===== src/rtl/cam_serial_pkg.sv =====
// Shared definitions for the CAM serial command interface (transmit and receive sides).
package cam_serial_pkg;

  localparam logic [7:0] CHAR_CR = 8'h0D;
  localparam logic [7:0] CHAR_LF = 8'h0A;
  localparam logic [7:0] CHAR_0  = 8'h30;

  typedef enum logic [1:0] {
    IDLE  = 2'd0,
    DIGIT = 2'd1,
    CR    = 2'd2,
    LF    = 2'd3
  } tx_state_t;

  // Uppercase hex: 0-9 -> '0'..'9', 10-15 -> 'A'..'F'.
  function automatic logic [7:0] nibble_to_ascii(input logic [3:0] nib);
    logic [7:0] wide;
    wide = {4'h0, nib};
    if (nib < 4'd10) begin
      return CHAR_0 + wide;
    end
    return 8'h37 + wide;
  endfunction

endpackage


===== src/rtl/cam_hex_tx_if.sv =====
// Load handshake, byte pipeline to usb_uart, and status/debug signals of cam_hex_tx.
interface cam_hex_tx_if
  import cam_serial_pkg::*;
#(
  parameter int WORD_BITS = 32
);

  // Both channels are valid/ready: a transfer happens on an edge where valid and ready
  // are both high; a raised valid is held, with its data stable, until that transfer.
  logic [WORD_BITS-1:0] word_in;
  logic                 word_valid;
  logic                 word_ready;
  logic [7:0]           out_data;
  logic                 out_valid;
  logic                 out_ready;
  logic                 busy;
  logic                 done;
  tx_state_t            state;

  modport master (
    output word_in,
    output word_valid,
    output out_ready,
    input  word_ready,
    input  out_data,
    input  out_valid,
    input  busy,
    input  done,
    input  state
  );

  modport slave (
    input  word_in,
    input  word_valid,
    input  out_ready,
    output word_ready,
    output out_data,
    output out_valid,
    output busy,
    output done,
    output state
  );

endinterface


===== src/rtl/cam_hex_tx.sv =====
// Prints one CAM word as uppercase ASCII hex (MSB nibble first) followed by "\r\n"
// onto the usb_uart input byte pipeline.
module cam_hex_tx
  import cam_serial_pkg::*;
#(
  parameter int WORD_BITS = 32
) (
  input  logic           clk_48mhz,
  input  logic           reset,
  cam_hex_tx_if.slave    bus
);

  localparam int NDIGITS = WORD_BITS / 4;
  localparam int CW      = (NDIGITS > 1) ? $clog2(NDIGITS) : 1;

  if (((WORD_BITS % 4) != 0) || (WORD_BITS < 4)) begin : g_bad_width
    $error("cam_hex_tx: WORD_BITS must be a multiple of 4 and at least 4");
  end

  tx_state_t            state;
  tx_state_t            state_n;
  logic [WORD_BITS-1:0] shreg;
  logic [WORD_BITS-1:0] shreg_n;
  logic [WORD_BITS-1:0] shifted;
  logic [CW-1:0]        cnt;
  logic [CW-1:0]        cnt_n;
  logic [7:0]           data_q;
  logic [7:0]           data_n;
  logic                 valid_q;
  logic                 valid_n;
  logic                 busy_q;
  logic                 busy_n;
  logic                 done_q;
  logic                 done_n;
  logic                 xfer;

  assign xfer    = valid_q && bus.out_ready;
  assign shifted = shreg << 4;

  always_comb begin
    state_n = state;
    shreg_n = shreg;
    cnt_n   = cnt;
    data_n  = data_q;
    valid_n = valid_q;
    done_n  = 1'b0;
    case (state)
      IDLE: begin
        if (bus.word_valid) begin
          shreg_n = bus.word_in;
          cnt_n   = CW'(NDIGITS - 1);
          data_n  = nibble_to_ascii(bus.word_in[WORD_BITS-1 -: 4]);
          valid_n = 1'b1;
          state_n = DIGIT;
        end
      end
      DIGIT: begin
        if (xfer) begin
          if (cnt == '0) begin
            data_n  = CHAR_CR;
            state_n = CR;
          end else begin
            // The current digit always sits in the top nibble of the register.
            shreg_n = shifted;
            cnt_n   = cnt - CW'(1);
            data_n  = nibble_to_ascii(shifted[WORD_BITS-1 -: 4]);
          end
        end
      end
      CR: begin
        if (xfer) begin
          data_n  = CHAR_LF;
          state_n = LF;
        end
      end
      LF: begin
        if (xfer) begin
          valid_n = 1'b0;
          done_n  = 1'b1;
          state_n = IDLE;
        end
      end
      default: begin
        valid_n = 1'b0;
        state_n = IDLE;
      end
    endcase
    busy_n = (state_n != IDLE);
  end

  always_ff @(posedge clk_48mhz) begin
    if (reset) begin
      state   <= IDLE;
      shreg   <= '0;
      cnt     <= '0;
      data_q  <= 8'h00;
      valid_q <= 1'b0;
      busy_q  <= 1'b0;
      done_q  <= 1'b0;
    end else begin
      state   <= state_n;
      shreg   <= shreg_n;
      cnt     <= cnt_n;
      data_q  <= data_n;
      valid_q <= valid_n;
      busy_q  <= busy_n;
      done_q  <= done_n;
    end
  end

  // word_ready rises on the same cycle as done because both follow the LF transfer.
  assign bus.word_ready = (state == IDLE);
  assign bus.out_data   = data_q;
  assign bus.out_valid  = valid_q;
  assign bus.busy       = busy_q;
  assign bus.done       = done_q;
  assign bus.state      = state;

endmodule


===== src/flat_wrapper.sv =====
// flat-port wrapper written by rule: the top's interface ports become plain ports
module cam_hex_tx_flat import cam_serial_pkg::*;
#(
  parameter int WORD_BITS = 32
)
  (clk_48mhz, reset, bus_word_in, bus_word_valid, bus_out_ready, bus_word_ready, bus_out_data, bus_out_valid, bus_busy, bus_done, bus_state);
  cam_hex_tx_if #(.WORD_BITS(WORD_BITS)) bus_i ();
  input  logic clk_48mhz;
  input  logic reset;
  input wire logic [$bits(bus_i.word_in)-1:0] bus_word_in;
  input wire logic [$bits(bus_i.word_valid)-1:0] bus_word_valid;
  input wire logic [$bits(bus_i.out_ready)-1:0] bus_out_ready;
  output wire logic [$bits(bus_i.word_ready)-1:0] bus_word_ready;
  output wire logic [$bits(bus_i.out_data)-1:0] bus_out_data;
  output wire logic [$bits(bus_i.out_valid)-1:0] bus_out_valid;
  output wire logic [$bits(bus_i.busy)-1:0] bus_busy;
  output wire logic [$bits(bus_i.done)-1:0] bus_done;
  output wire logic [$bits(bus_i.state)-1:0] bus_state;
  assign bus_i.word_in = bus_word_in;
  assign bus_i.word_valid = bus_word_valid;
  assign bus_i.out_ready = bus_out_ready;
  assign bus_word_ready = bus_i.word_ready;
  assign bus_out_data = bus_i.out_data;
  assign bus_out_valid = bus_i.out_valid;
  assign bus_busy = bus_i.busy;
  assign bus_done = bus_i.done;
  assign bus_state = bus_i.state;
  cam_hex_tx #(.WORD_BITS(WORD_BITS)) u_core (.clk_48mhz(clk_48mhz), .reset(reset), .bus(bus_i));
endmodule

===== config.mk =====
export PLATFORM = sky130hd
export DESIGN_NAME = cam_hex_tx_flat
export DESIGN_NICKNAME = d
export VERILOG_FILES = /design/src/rtl/cam_serial_pkg.sv /design/src/rtl/cam_hex_tx_if.sv /design/src/rtl/cam_hex_tx.sv /design/src/flat_wrapper.sv
export SDC_FILE = /design/constraint.sdc
export NUM_CORES = 1
export LEC_CHECK = 0
export ABC_AREA = 1
export CORE_ASPECT_RATIO = 1.2
export CORE_MARGIN = 2
export CORE_UTILIZATION = 26
export CTS_CLUSTER_SIZE = 20
export DETAILED_ROUTE_END_ITERATION = 10
export PLACE_DENSITY_LB_ADDON = 0.2
export SLEW_MARGIN = 30
export SYNTH_ARGS = -nofsm -noshare
export SYNTH_HDL_FRONTEND = slang
export SYNTH_SLANG_ARGS = --single-unit

===== constraint.sdc =====
create_clock -name clk_48mhz -period 2.65 [get_ports clk_48mhz]
set_input_delay 0.53 -clock clk_48mhz [delete_from_list [all_inputs] [get_ports clk_48mhz]]
set_output_delay 0.53 -clock clk_48mhz [all_outputs]
set_load 0.05 [all_outputs]

==> results.md <==
- Status: finished, final reports clean
- Clock sink total: 43
- Min-delay src: u_core.cnt[0]
- Setup crit end kind: primary output
- Synth top area cells: dfxtp_1, nand2_1, nor2_1
- Multiplexer share of the synthesized area: 0
- R2r setup slk: 0.45 ns
- Post-CTS Hold Buffers: 0
- EDFF count, synth: 0
- Crit Path Class: register to primary output
- CTS tree: done
- Synth Flop Type: dfxtp_1
- Max Buffers Root-to-Sink: 2
- Worst reg2reg path depth: 8
- Layout cells sized above 1: 0.0510
- Synth warnings: 0
- FF+latch area: 861 um2
- Largest family of logic cells by synthesized area: simple AND/OR/NAND/NOR gates
- Vias in the first global route: 2,229
- Post-Synth Simple-Gate Area: 0.365
- Final setup TNS: 0 ns
- Hold Crit Depth: 1
- Seq/Total Area, Yosys: 0.371
- Starting Density: 0.270
- Post-CTS resize count: 0
- Crit path launch type: register
- Mean routed wirelength per cell: a little over 10 um
- Pwr Density: about 630 nW/um2
- Final worst path period share: 0.889
- First-pass GRT wire length: 9570 um
- Synth Cell Area: 2320 um2
- Relative slew slack: 0.579
- Cell area after layout: 2960 um2
- Port bufs: 48
- Final Setup Violations: 0
- Root buf cell: clkbuf_8
- Leakage power: 1.40 nW
- Post-CTS setup buffers: 0
- Initial antenna violation count: 0
- H-tree depth: 2
- Synth unique cells: 29
- DP Wirelength: 3950 um
- CTS buffer count: 5
- Syn_area_per_cell: approximately 6.3 um2
- Post-route core utilization: 0.344
- RePlAce Congestion: between 0.8 and 0.9
- Worst-path maximum fanout: 7
- 1st-iter DRT viols: 67
- I/O pins: 50
- Adder-Cell Fraction of Synth Area: 0.0431
- Xor/xnor share of the synthesized area: 0.00377
- Clock skew: 0.00639 ns
- Min Tclk post-route: 2.36 ns
- MaxCap Viol Count: 0
- Die area: between 9000 and 10,000 um2
- Max Freq: roughly 420 MHz
- Critical path required time: 2.12 ns
- Syn Inst Count: ~370
- Core box area: 8610 um2
- Die Y: ~110 um
- Drt pass-1 iters: 4
- Largest area contributor in the netlist: dfxtp_1
- FILL cells: ~1,000
- ANT nets after route: 0
- Grt ovf: 0
- Worst r2r src: u_core.bus.state[0]
- FF+latch count, synth: 43
- Max Slew Vio Count: 0
- Hold EP: u_core.cnt[0]
- Maximum vdd drop: 0.213 mV
- Post-route setup slack: 0.294 ns
- Chip width: 90.3 um
- Post-synth top cells: nand2_1, nor2_1, dfxtp_1
- Min-delay worst type: register to register
- Worst Tran Pin Value: about 0.63 ns
- Pre-CTS WS: 0.456 ns
- Final Hold Vio Count: 0
- Nets: 456
- Area growth from synthesis to layout: 27.5%
- Top cell type's share of synthesized area: 0.371
- Reg2reg end: u_core.shreg[7]
- Count leader, synth: nand2_1
- Synthesized Nets: 413
- Fraction of registers with async set/reset: 0
- ANT cells: 0
- Worst Path Arrival: 1.83 ns
- Multi-input gate area: 1220 um2
- Drt drc: 0
- Post-synthesis compound-gate area fraction: 0.113
- Vias: about 2,300
- Clk_lat worst skew: 0.29 ns
- Post-placement cell area: 2870 um2
- CTS clock-pin slew for the worst setup and hold paths: 0.08 ns
- GRT Overall Usage: 0.120
- Largest net degree at the start of global routing: 34
- Final Total Pwr: 1.86 mW
- RSZ-0062 raised after global routing: no
- Vias per cell: ~4.3
- Total Wirelength: approximately 5500 um
- Row cnt: 37
per-stage QoR:
step                std cells  hold WS (ns)
finish                    529         0.425
floorplan                 369         0.403
global route              529         0.435
global placement          522         0.414
CTS                       529         0.427
detailed placement        522         0.416
cell families (layout without fill, tap and decap cells):
| kind of cell | after synthesis | after routing |
|---|---|---|
| compound gates | 51 | 51 |
| flops | 43 | 43 |
| buf+inv | 51 | 94 |
| fa+ha+maj | 8 | 8 |
| other cells | 1 | 1 |
| xor+xnor | 1 | 1 |
| simple gates | 214 | 214 |
worst max-delay path by stage:
stage / start / endpoint / slack (ns) / depth (start not counted)
after floorplan: u_core.bus.state[0] / u_core.shreg[13] / 0.50 / 9
after global placement: u_core.bus.state[0] / u_core.shreg[6] / 0.49 / 8
after detailed placement: u_core.bus.state[0] / u_core.shreg[7] / 0.46 / 8
after CTS: u_core.bus.state[0] / bus_word_ready / 0.29 / 3
after global routing: u_core.bus.state[0] / bus_word_ready / 0.22 / 3
final: u_core.bus.state[0] / bus_word_ready / 0.29 / 3
worst max-delay path, cell delays in order (launching register included):
cell             delay (ns)
dfxtp_1                0.47
inv_1                  0.10
ha_1                   0.25
clkdlybuf4s50_1        0.71
placed cells by master (no fill, tap or decap), types with 2 or more instances in the layout:
cell	n
nor3_1	2
dfxtp_1	43
clkdlybuf4s50_1	48
a21oi_1	14
nand4_1	2
o21ai_0	23
inv_2	4
nand3_1	10
buf_4	4
nand2_1	127
nor2_1	66
ha_1	8
inv_1	30
nand2_2	2
clkbuf_8	6
o21ai_1	11
routing by layer:
layer  global-route usage  vias up  share of wire
li1                     -     1217              -
met1                0.137     1003           0.46
met2                0.224       34           0.50
met3               0.0252        4          0.035
met4               0.0363        0         0.0066
met5                    0        -              0
report_power, final:
group	switching, mW	internal [mW]
sequential	0.0554	0.747
clock	0.215	0.205
combinational	0.406	0.236
area by class of cell:
class | instances | area share
repair buffers | 52 | 0.172
well taps | 117 | 0.0495
multi-input cells | 275 | 0.413
flip-flops and latches | 43 | 0.291
clock inverters | 1 | 0.00169
clock buffers | 6 | 0.0279
inverters | 35 | 0.0452
state kept, by name, indices dropped and copies added (netlist names):
| register | cells |
|---|---|
| u_core.bus.out_valid | 1 |
| u_core.bus.out_data | 7 |
| u_core.cnt | 3 |
| u_core.bus.busy | 1 |
| u_core.shreg | 28 |
| u_core.bus.state | 2 |
| u_core.bus.done | 1 |
(Power assumes the default switching activity.)
==> edit, RTL diff (same flow settings) <==
`WORD_BITS` is set to 32 in 3 places; all go to 64.
--- a/src/rtl/cam_hex_tx_if.sv
+++ b/src/rtl/cam_hex_tx_if.sv
@@ -4,3 +4,3 @@
 #(
-  parameter int WORD_BITS = 32
+  parameter int WORD_BITS = 64
 );
--- a/src/rtl/cam_hex_tx.sv
+++ b/src/rtl/cam_hex_tx.sv
@@ -5,3 +5,3 @@
 #(
-  parameter int WORD_BITS = 32
+  parameter int WORD_BITS = 64
 ) (
--- a/src/flat_wrapper.sv
+++ b/src/flat_wrapper.sv
@@ -3,3 +3,3 @@
 #(
-  parameter int WORD_BITS = 32
+  parameter int WORD_BITS = 64
 )
Ports: changed (resized bus_word_in); port bits go from 50 to 82. No check against the original RTL was run, so the function may have changed too.
==> edit against the original RTL <==
Die area grew 64%; worst setup slack lost 0.063 ns; power grew 99%; final area grew 71%; sequential cell count grew 33; final cell count grew 67%; area after synthesis grew 67%; via count grew 69%; sequential power grew 80%; global-route usage grew 0.63 points; wire length grew 79%; critical path type unchanged; largest cell class unchanged; largest power group unchanged; highest routed layer unchanged.
==> edit: results (changes against the original RTL) <==
CP peak stage delay 0.83 ns (+0.12 ns); peak fanout along the critical path 7 (unchanged); Total GRT Usage 0.1263 (+0.006292); status completed; library cells used by synthesis 28 (-3.4%); drt pass-1 iters 4 (unchanged); Clock Latency Late Sink 0.33 ns (+0.04 ns); Largest Register u_core.shreg; deepest level of the CTS H-tree 3 (+1); Reg2Reg Depth 9 (+1); max_cap viols 0 (unchanged); antenna violations before repair 0 (unchanged); post_cts resized 0 (unchanged); GP Congestion 0.7474 (-9.7%); Hold Path Cell Cnt 2 (+1); RR Startpoint u_core.bus.state[0]$_SDFF_PP0_; main area contributors after synthesis dfxtp_1 (39%), nand2_1 (21%), nor2_1 (12%); Slew @ Worst Pin 0.7575 ns (+0.1262 ns); Largest register FFs 60 (+110%); postcts setup bufs 0 (unchanged); Top delay family on crit path buffers and inverters; Final Hold Viols 0 (unchanged); Ys Warns 0 (unchanged); # port buffers 80 (+67%); diodes inserted 0 (unchanged); sequential element share of the synthesized area 0.3918 (+0.02106); via count 3824 (+69%); top post-synthesis cells by count nand2_1 (221), nor2_1 (122), dfxtp_1 (76); Post-synth ARST share 0 (unchanged); worst hold path type reg -> reg; Clock Skew 0.005356 ns (-0.001037 ns); CTS clock-pin slew for the worst setup and hold paths 0.06 ns (-0.02 ns); clock buffer count from CTS 9 (+4); Cells after Synth 615 (+67%); dpl cell area 0.004763 mm2 (+66%); Critical Path AT 1.89 ns (+0.06 ns); worst-case clock buffer depth 2 (unchanged); Total Nets Final 752 (+65%); first-pass GRT wire length 16060 um (+68%); DPL Wire Length 6507 um (+65%); pin count of the biggest net entering global routing 65 (+91%); Hold Crit Start u_core.shreg[1]$_SDFFE_PP0P_; critical path launch point type flip-flop; clock root buffer clkbuf_16; predominant post-synthesis flop cell dfxtp_1; share of cells above drive strength 1 0.04839 (-0.002584); Inst Count DP 866 (+66%); Initial DRC Count 169 (+150%); leakage power 2.319 nW (+65%); setup TNS 0 ns (unchanged); slowest CP cell clkdlybuf4s50_1; Synth Net Count 690 (+67%); Detailed Route WL 9795 um (+79%); Peak VDD IR 0.3258 mV (+53%); vias per cell 4.336 (+1.6%); pre-CTS setup slack 0.1002 ns (-0.3556 ns); vias in the first global route 3659 (+64%)
[edit: kinds of logic (layout without fill, tap and decap cells)]
| group | Yosys count | in the layout | share of synthesized area |
|---|---|---|---|
| adders and majority gates | 7 | 7 | 0.02255 |
| other | 1 | 1 | 0.0009656 |
| DFF | 76 | 76 | 0.3918 |
| and+or+nand+nor | 374 | 374 | 0.3779 |
| AOI/OAI and AO/OA | 87 | 87 | 0.1157 |
| buffers and inverters | 70 | 137 | 0.09118 |
[edit: final timing paths]
path                                   to  slack [ns]
max                        bus_word_ready        0.23
min          u_core.shreg[1]$_SDFFE_PP0P_        0.46
max reg2reg  u_core.shreg[8]$_SDFFE_PP0P_        0.38
min reg2reg  u_core.shreg[1]$_SDFFE_PP0P_        0.46
[edit: power by group]
group	total, mW	switching, mW	internal [mW]
Clock	1.25	0.490	0.759
Sequential	1.44	0.103	1.33
Combinational	1.02	0.630	0.387
[edit: area by class of cell]
cell class	instances	area, um2
multi-input cells	469	2011
well taps	200	250.2
fillers	1624	9407
clock buffers	11	242.7
repair buffers	87	853.3
clock inverters	5	60.06
inverters	34	128.9
flip-flops and latches	76	1521
[edit: metal layers]
layer / global-route usage / part of all wire
met2: 0.2235 / 0.49
met1: 0.1477 / 0.46
met3: 0.02185 / 0.033
met5: 0 / 0
met4: 0.05823 / 0.017
[edit: per-stage QoR]
stage,hold WS (ns),utilization
2_1_floorplan,0.4392,-
3_5_place_dp,0.4530,0.3291
5_1_grt,0.4761,0.3501
4_1_cts,0.4630,0.3500
6_report,0.4616,0.3501
3_3_place_gp,0.4544,0.3291
[edit: worst reg2reg max path: cells and delay by family (launching register included)]
kind,cells,cell delay [ns]
flops,1,0.38
simple gates,4,0.63
buf+inv,3,0.79
compound gates,1,0.12
fa+ha+maj,1,0.24
